[config.mk]
export PLATFORM = sky130hd
export DESIGN_NAME = vga_pixel_arbiter
export DESIGN_NICKNAME = d
export VERILOG_FILES = /design/src/rtl/vga_pixel_arbiter_pkg.sv /design/src/rtl/vga_pixel_arbiter_rr_pick.sv /design/src/rtl/vga_pixel_arbiter.sv
export SDC_FILE = /design/constraint.sdc
export NUM_CORES = 1
export LEC_CHECK = 0
export ABC_CLOCK_PERIOD_IN_PS = 4300
export BUFFER_PORTS_ARGS = -buffer_cell sky130_fd_sc_hd__buf_2
export CORE_ASPECT_RATIO = 0.5
export CORE_MARGIN = 1.5
export CORE_UTILIZATION = 40
export DETAILED_ROUTE_END_ITERATION = 12
export HOLD_SLACK_MARGIN = 0.03
export PLACE_DENSITY_LB_ADDON = 0.2
export SYNTH_ARGS = -nofsm -noshare
export SYNTH_HDL_FRONTEND = slang
export SYNTH_SLANG_ARGS = --single-unit
[constraint.sdc]
create_clock -name clk -period 4.3 [get_ports clk]
set_input_delay 0.86 -clock clk [delete_from_list [all_inputs] [get_ports clk]]
set_output_delay 0.86 -clock clk [all_outputs]
set_load 0.05 [all_outputs]
[src/rtl/vga_pixel_arbiter_pkg.sv]
// Shared constants and state encoding for the VGA pixel write-port arbiter.
package vga_pixel_arbiter_pkg;

  localparam int REQ_SCREEN = 0;
  localparam int REQ_COIN   = 1;
  localparam int REQ_CAR    = 2;
  localparam int REQ_ERASE  = 3;

  localparam int SCREEN_W = 160;
  localparam int SCREEN_H = 120;

  localparam int IDX_W = 2;

  typedef enum logic [0:0] {
    OPEN   = 1'b0,
    LOCKED = 1'b1
  } arb_state_e;

endpackage

[src/rtl/vga_pixel_arbiter_rr_pick.sv]
// Combinational round-robin selector: first requester at or after start, wrapping.
module rr_pick
  import vga_pixel_arbiter_pkg::*;
#(
  parameter int N_REQ = 4
) (
  input  logic [N_REQ-1:0] req,
  input  logic [IDX_W-1:0] start,
  output logic [N_REQ-1:0] grant,
  output logic [IDX_W-1:0] idx,
  output logic             any
);

  logic             hit_s;
  logic             any_s;
  logic [IDX_W-1:0] idx_s;

  // Scan requesters from start, latching the first one found.
  always_comb begin
    hit_s = 1'b0;
    any_s = 1'b0;
    idx_s = '0;
    for (int k = 0; k < N_REQ; k++) begin
      hit_s = req[(int'(start) + k) % N_REQ] && !any_s;
      idx_s = hit_s ? IDX_W'((int'(start) + k) % N_REQ) : idx_s;
      any_s = any_s | hit_s;
    end
  end

  assign grant = any_s ? (N_REQ'(1) << idx_s) : '0;
  assign idx   = idx_s;
  assign any   = any_s;

endmodule

[src/rtl/vga_pixel_arbiter.sv]
// Round-robin arbiter with per-requester burst lock for the VGA adapter write port.
// Optional clipping of off-screen pixels is enabled by defining VGA_ARB_CLIP_EN.
module vga_pixel_arbiter
  import vga_pixel_arbiter_pkg::*;
#(
  parameter int N_REQ = 4,
  parameter int X_W   = 8,
  parameter int Y_W   = 7,
  parameter int COL_W = 3,
  parameter int X_MAX = SCREEN_W,
  parameter int Y_MAX = SCREEN_H
) (
  input  logic                   clk,
  input  logic                   resetn,
  input  logic [N_REQ-1:0]       req,
  input  logic [N_REQ-1:0]       lock,
  input  logic [N_REQ*X_W-1:0]   x_in,
  input  logic [N_REQ*Y_W-1:0]   y_in,
  input  logic [N_REQ*COL_W-1:0] colour_in,
  output logic [N_REQ-1:0]       ack,
  output logic                   plot,
  output logic [X_W-1:0]         x,
  output logic [Y_W-1:0]         y,
  output logic [COL_W-1:0]       colour,
  output logic [IDX_W-1:0]       owner,
  output logic                   locked
);

  arb_state_e       state_r, next_state_s;
  logic [IDX_W-1:0] owner_r, next_owner_s, start_s, sel_s, rr_idx_s;
  logic [N_REQ-1:0] rr_grant_s, ack_s;
  logic             rr_any_s, accept_s, in_range_s, write_s;
  logic [X_W-1:0]   sel_x_s, x_r;
  logic [Y_W-1:0]   sel_y_s, y_r;
  logic [COL_W-1:0] sel_col_s, colour_r;
  logic             plot_r;

  assign start_s = (owner_r == IDX_W'(N_REQ-1)) ? '0 : owner_r + IDX_W'(1);

  rr_pick #(.N_REQ(N_REQ)) u_rr_pick (
    .req   (req),
    .start (start_s),
    .grant (rr_grant_s),
    .idx   (rr_idx_s),
    .any   (rr_any_s)
  );

  // Grant decision and next state; a zero lock always leaves LOCKED.
  always_comb begin
    ack_s        = '0;
    accept_s     = 1'b0;
    sel_s        = owner_r;
    next_owner_s = owner_r;
    next_state_s = state_r;
    case (state_r)
      OPEN: begin
        if (rr_any_s) begin
          ack_s        = rr_grant_s;
          accept_s     = 1'b1;
          sel_s        = rr_idx_s;
          next_owner_s = rr_idx_s;
          next_state_s = lock[rr_idx_s] ? LOCKED : OPEN;
        end else begin
          next_state_s = OPEN;
        end
      end
      LOCKED: begin
        ack_s[owner_r] = req[owner_r];
        accept_s       = req[owner_r];
        next_state_s   = lock[owner_r] ? LOCKED : OPEN;
      end
      default: begin
        next_state_s = OPEN;
      end
    endcase
  end

  assign sel_x_s   = x_in[sel_s*X_W +: X_W];
  assign sel_y_s   = y_in[sel_s*Y_W +: Y_W];
  assign sel_col_s = colour_in[sel_s*COL_W +: COL_W];

`ifdef VGA_ARB_CLIP_EN
  assign in_range_s = (int'(sel_x_s) < X_MAX) && (int'(sel_y_s) < Y_MAX);
`else
  assign in_range_s = 1'b1;
`endif

  assign write_s = accept_s && in_range_s;

  // FSM state and owner pointer.
  always_ff @(posedge clk or negedge resetn) begin
    if (!resetn) begin
      state_r <= OPEN;
      owner_r <= IDX_W'(N_REQ-1);
    end else begin
      state_r <= next_state_s;
      owner_r <= next_owner_s;
    end
  end

  // Registered pixel write toward the adapter; coordinates hold when idle.
  always_ff @(posedge clk or negedge resetn) begin
    if (!resetn) begin
      plot_r   <= 1'b0;
      x_r      <= '0;
      y_r      <= '0;
      colour_r <= '0;
    end else begin
      plot_r <= write_s;
      if (write_s) begin
        x_r      <= sel_x_s;
        y_r      <= sel_y_s;
        colour_r <= sel_col_s;
      end else begin
        x_r      <= x_r;
        y_r      <= y_r;
        colour_r <= colour_r;
      end
    end
  end

  // Requesters advance on ack, so ack must be quiet during reset.
  assign ack    = resetn ? ack_s : '0;
  assign plot   = plot_r;
  assign x      = x_r;
  assign y      = y_r;
  assign colour = colour_r;
  assign owner  = owner_r;
  assign locked = (state_r == LOCKED);

endmodule

Word-level counts from Yosys, hierarchy flattened --
Index checks and enable logic that the tools add are counted.
Storage, ports and cells: bits in registers 22
Operators by class: $add $sub $neg 4, multipliers 2, $lt $le $gt $ge 7, eq/ne operators 1, shift operators 4, mux-type cells 35, bitwise operators 8, reduce and logical (&&, ||, !) cells 10
Operators by type and width (count):
- $shiftx 32x6->8 | 1
- $shiftx 28x6->7 | 1
- $mux 1 | 15
- $bmux 1 s2 | 7
- $mux 2 | 7
- $lt 3x4->1 const B | 3
- $shiftx 12x5->3 | 1
- $lt 2x3->1 const B | 3
- $mux 4 | 2
- $pmux 4 s2 | 1
- $reduce_or 2->1 | 3
- $mul 2x3->5 const B | 1
- $add 2x1->2 const B | 2
- $add 2x2->2 const B | 2
- $and 4x4->4 | 1
- $logic_and 1x1->1 | 4
- $mul 2x2->4 const B | 1
- $pmux 1 s2 | 2
- $shl 1x2->4 const A | 1
- $and 1x1->1 const A | 3
- $logic_not 1->1 | 3
- $or 1x1->1 | 3
- $demux 1 s2 | 1
- $eq 2x2->1 const B | 1
- 2 further kinds | 2

Logic depth before layout (Yosys ltp) --
depth after elaboration 21, mapped depth 9, depth with buffers taken out 7

Modules after synthesis --
A second synthesis with hierarchy kept.
Unflattened totals: cells, all modules 123, area total of the unflattened synthesis 1672.9 um^2
By module, submodules not included:
- vga_pixel_arbiter | instances 1, cells each 90, area an instance 1461.4 um^2, sequential area each 553.0 um^2
- rr_pick | instances 1, cells each 33, area an instance 211.5 um^2, sequential area each 0.0 um^2

Least setup slack after synthesis --
No wires, ideal clock.
kind reg2out, start point reg owner_r[0] (netlist: owner[0]), end point out ack[1], arrival time 2.713 ns, data required time 3.440 ns, path slack 0.727 ns, cell stages (with the launch flop) 9, path buffers 1, cells stage by stage dfstp_2 > inv_1 > ha_1 > nand2b_1 > o22ai_1 > or2_1 > clkbuf_1 > a32oi_1 > nor2b_1
On the way: word-level cells in the longest chain between the ends 18
RTL lines:
- start: declaration | line vga_pixel_arbiter.sv:30 | logic [IDX_W-1:0] owner_r, next_owner_s, start_s, sel_s, rr_idx_s;
- start signal: assignment | line vga_pixel_arbiter.sv:94 | owner_r <= IDX_W'(N_REQ-1);
- start signal: assignment | line vga_pixel_arbiter.sv:97 | owner_r <= next_owner_s;
- $add 2x1->2 / $eq 2x2->1 (equally long branches) | line vga_pixel_arbiter.sv:38 | assign start_s = (owner_r == IDX_W'(N_REQ-1)) ? '0 : owner_r + IDX_W'(1);
- $mux 2 | line vga_pixel_arbiter.sv:38
- $add 2x1->2 | line vga_pixel_arbiter_rr_pick.sv:24, vga_pixel_arbiter_rr_pick.sv:25
- $bmux 1 s2 | line vga_pixel_arbiter_rr_pick.sv:24 | hit_s = req[(int'(start) + k) % N_REQ] && !any_s;
- $mux 1 (implied by the code) (2 in series) | line vga_pixel_arbiter_rr_pick.sv:24
- $logic_and 1x1->1 | line vga_pixel_arbiter_rr_pick.sv:24
- $or 1x1->1 | line vga_pixel_arbiter_rr_pick.sv:26 | any_s = any_s | hit_s;
- $logic_not 1->1 | line vga_pixel_arbiter_rr_pick.sv:24
- $logic_and 1x1->1 | line vga_pixel_arbiter_rr_pick.sv:24
- $or 1x1->1 | line vga_pixel_arbiter_rr_pick.sv:26
- $logic_not 1->1 | line vga_pixel_arbiter_rr_pick.sv:24
- $logic_and 1x1->1 | line vga_pixel_arbiter_rr_pick.sv:24
- $mux 2 | line vga_pixel_arbiter_rr_pick.sv:25 | idx_s = hit_s ? IDX_W'((int'(start) + k) % N_REQ) : idx_s;
- $shl 1x2->4 | line vga_pixel_arbiter_rr_pick.sv:30 | assign grant = any_s ? (N_REQ'(1) << idx_s) : '0;
- $mux 4 | line vga_pixel_arbiter.sv:57 | if (rr_any_s) begin
- $pmux 4 s2 * | line vga_pixel_arbiter.sv:55 | case (state_r)
- $mux 4 * | line vga_pixel_arbiter.sv:123 | assign ack = resetn ? ack_s : '0;
- end: declaration | line vga_pixel_arbiter.sv:20 | output logic [N_REQ-1:0] ack,
Mark *: on every way between the ends. The rest lies on a longest branch, timed or not. The select of a mux whose other input is x is not followed.

Worst setup path in the final report --
Same ends and word-level chain as after synthesis.

==> flow_summary_export.csv <==
group,metric,value,unit
cts,cts-root-buf,"clkbuf_8",
min_path,min_to,"x[6]",
critical_path,slowest_stage,"dfstp_2",
routing,vias_per_cell,5.202,
logic_synthesis,netlist_instances,154,
critical_path,cp-start-kind,"flip-flop",
layout,fin_nets,345,
cts,post_cts.repair.setup_buffers,0,
floorplan,fp.dieH,48.82,um
logic_synthesis,synthDistinctLibCells,37,
pwr,p_leak,1.109,nW
pwr,p_sw,1.138,mW
critical_path,cpPeakStageDelay,0.65,ns
cts,cts_made_buffers,3,
critical_path,cp-end-kind,"output pin",
logic_synthesis,ys_ff_latch,22,
sta,min_period,3.526,ns
routing,drtAntennaViolNets,0,
cts,cts_resized,0,
sta,slew_viol_final,0,
grt,grt_usage,18.92,%
place,portBuffers,107,
min_path,min_path_type,"reg -> reg",
min_path,min_path_cells,2,
logic_synthesis,netlist_area,1679,um2
pwr,combPwrFrac,74.2,%
grt,grt_pass1_vias,1563,
layout,fill_cells,358,
critical_path,cp_top_family,"compound AO/OA/AOI/OAI gates",
min_path,hp-start,"x[6]",
routing,wl_per_cell,13.47,um
cts,ctsHoldBuffers,0,
layout,multiInputGateArea,1044,um2
place,hpwl,3273,um
floorplan,dieWidth,94.63,um
critical_path,cp-startpoint,"owner[0]",
sta,hold_viol_final,0,
logic_synthesis,synth_fp_nets,240,
floorplan,row_count,16,
routing,vias,1623,
routing,drc,0,
critical_path,critPathArrivalTime,2.67,ns
cts,clk_latency,0.25,ns
layout,seqCellArea,553.0,um2
grt,grt_overflow_total,0,
floorplan,die-area,4619,um2
pwr,power,2.090,mW
sta,max_clock_freq,283.6,MHz
routing,dr.pass1.iters,4,
grt,grt_max_degree,38,
run,max_cap_violations,0,
logic_synthesis,yosys_warnings,0,
grt,grt_pass1_wl,6906,um
critical_path,cp_cell_sequence,"inv_1 > ha_1 > nand2b_1 > o221ai_1 > a21oi_1 > a32oi_1 > nor2b_1 > buf_2",
pwr,clkPwrFrac,6.0,%
critical_path,r2r_setup_slack,1.50,ns
cts,clockBufferDepth,2,
routing,routed_wl,4203,um
sta,fin_setup_tns,0,ns
pwr,seq_power_share,19.8,%
pwr,p_sw_share,54.47,%
layout,area_growth,35.92,%
layout,antenna_cells,0,
critical_path,r2r-start,"owner[0]",
routing,drtIter0Drc,36,
sta,clock_skew,0.002756,ns
cts,cts.clk_slew.worst_paths,0.07,ns
layout,drive_gt1_share,51.94,%
critical_path,required,3.44,ns
place,gp_congestion,0.8290,
critical_path,crit_path_max_fanout,10,
floorplan,core_area,3964,um2
sta,rsz0062_at_grt,"false",
sta,tightest_slew,0.5771,ns
floorplan,start_util,42.36,%
critical_path,r2r-end,"colour[0]",
pwr,p_int,0.9514,mW
logic_synthesis,yosysSeqAreaShare,32.94,%
floorplan,io_pins,108,
critical_path,crit_type,"reg -> out",
sta,timing.final.crit_share,82.01,%
sta,slew_headroom,61.53,%
cts,cts_tree,"yes",
critical_path,worst-r2r-cell-count,8,
grt,antenna_found_initial,0,
pwr,irDropWorstVdd,0.3889,mV
cts,cts.sink_count,22,
pwr,powerDensity,915.6,nW/um2
cts,htreeDepth,1,
status,status,"finished, final reports clean",
critical_path,crit_buf_inv,2,
sta,setup_viol,0,
logic_synthesis,syn_avg_cell_area,10.90,um2
==> cells in the final DEF (no fill, tap or decap), types with 2 or more instances in the layout <==
master | synthesis | layout
nor2_1 | 19 | 19
dfstp_2 | 2 | 2
dfrtp_1 | 20 | 20
buf_2 | 3 | 107
inv_1 | 4 | 4
a221oi_1 | 8 | 8
o221ai_1 | 2 | 2
mux4_2 | 2 | 2
a21oi_1 | 2 | 2
clkbuf_8 | 0 | 3
o22ai_1 | 2 | 2
nor2b_1 | 4 | 4
nand2_1 | 5 | 5
a221oi_2 | 10 | 10
ha_1 | 4 | 4
mux2i_1 | 38 | 38
a22oi_1 | 2 | 2
a32oi_1 | 2 | 2
buf_4 | 1 | 3
o21ai_0 | 3 | 3
==> worst register-to-register path, delay by kind of cell, from the launching register on <==
family	cells	cell delay (ns)
compound gates	3	0.73
simple gates	1	0.15
mux	1	0.17
fa+ha+maj	1	0.38
buf+inv	2	0.61
flops	1	0.65
==> worst max-delay path by stage <==
| stage | endpoint | slack [ns] | cells past startpoint |
|---|---|---|---|
| final | ack[1] | 0.77 | 8 |
| after floorplan | ack[1] | 0.73 | 8 |
| after CTS | ack[1] | 0.77 | 8 |
| after global placement | ack[1] | 1.11 | 8 |
| after global routing | ack[3] | 0.57 | 8 |
| after detailed placement | ack[1] | 1.07 | 8 |
==> cell type report <==
cell class,instances,area share [%]
Tap cell,54,2.961
Inverter,4,0.6579
Sequential cell,22,24.23
Timing Repair Buffer,110,24.45
Multi-Input combinational cell,118,45.72
Clock buffer,4,1.974
==> per-layer routing <==
metal,global-route usage (%),wire [um]
met5,0,0
met4,2.736,17
met3,5.452,263
met2,32.98,2032
met1,23.77,1889
==> per-stage QoR <==
| step | worst slack, ns | area (um2) | hold WS, ns | utilization [%] | std cells |
|---|---|---|---|---|---|
| after floorplan | 0.7268 | 1679 | 0.5644 | - | 154 |
| after global placement | 1.113 | 2237 | 0.5523 | 56.44 | 308 |
| after detailed placement | 1.067 | 2237 | 0.5521 | 56.44 | 308 |
| after CTS | 0.7666 | 2282 | 0.5713 | 57.58 | 312 |
| after global routing | 0.5748 | 2282 | 0.6005 | 57.58 | 312 |
| final | 0.7735 | 2282 | 0.5713 | 57.58 | 312 |
==> flip-flops by register name (all words and copies together) (netlist names) <==
signal	count
locked	1
owner	2
colour	3
y	7
x	8
plot	1
==> power by group through the flow <==
stage	sequential, mW	combinational [mW]	clock (mW)
finish	0.413	1.55	0.126
floorplan	0.759	0.947	0
detailed placement	0.411	1.57	0
global route	0.430	1.67	0.142
CTS	0.413	1.57	0.134
global placement	0.412	1.54	0
==> cell usage after synthesis <==
cell type  count  area [um2]
buf_4          1       7.510
or3b_1         1       8.760
nor2b_1        4       25.02
buf_2          3       15.01
a21oi_2        1       8.760
mux2_4         1       15.01
buf_8          1       15.01
ha_1           4       50.05
a21o_1         1       7.510
o221ai_1       2       17.52
a22oi_1        2       15.01
a21oi_1        2       10.01
a221oi_2      10       150.1
nand2_2        1       6.260
and2_1         1       6.260
inv_1          4       15.01
clkbuf_1       2       7.510
o21ai_0        3       15.01
nand2b_1       1       6.260
or2_1          1       6.260
nor4_2         1       12.51
nor2_2         1       6.260
buf_6          3       33.78
dfstp_2        2       52.55
o22ai_1        2       12.51
nor3_1         1       5.000
a32oi_1        2       17.52
mux4_2         2       45.04
or4_1          1       7.510
a221oi_1       8       70.07
nor2_1        19       71.32
or3_1          1       6.260
nand2_1        5       18.77
o2bb2ai_2      1       15.01
dfrtp_1       20       500.5
mux2i_1       38       380.4
o32ai_2        1       16.27
==> cell families (layout without fill, tap and decap cells) <==
family / Yosys count / count (layout) / synth area share (%)
buf+inv: 14 / 118 / 5.588
flops: 22 / 22 / 32.94
compound gates: 35 / 35 / 21.16
fa+ha+maj: 4 / 4 / 2.981
simple gates: 38 / 38 / 11.10
mux: 41 / 41 / 26.23
No activity file was read; power rests on OpenSTA's default activity.
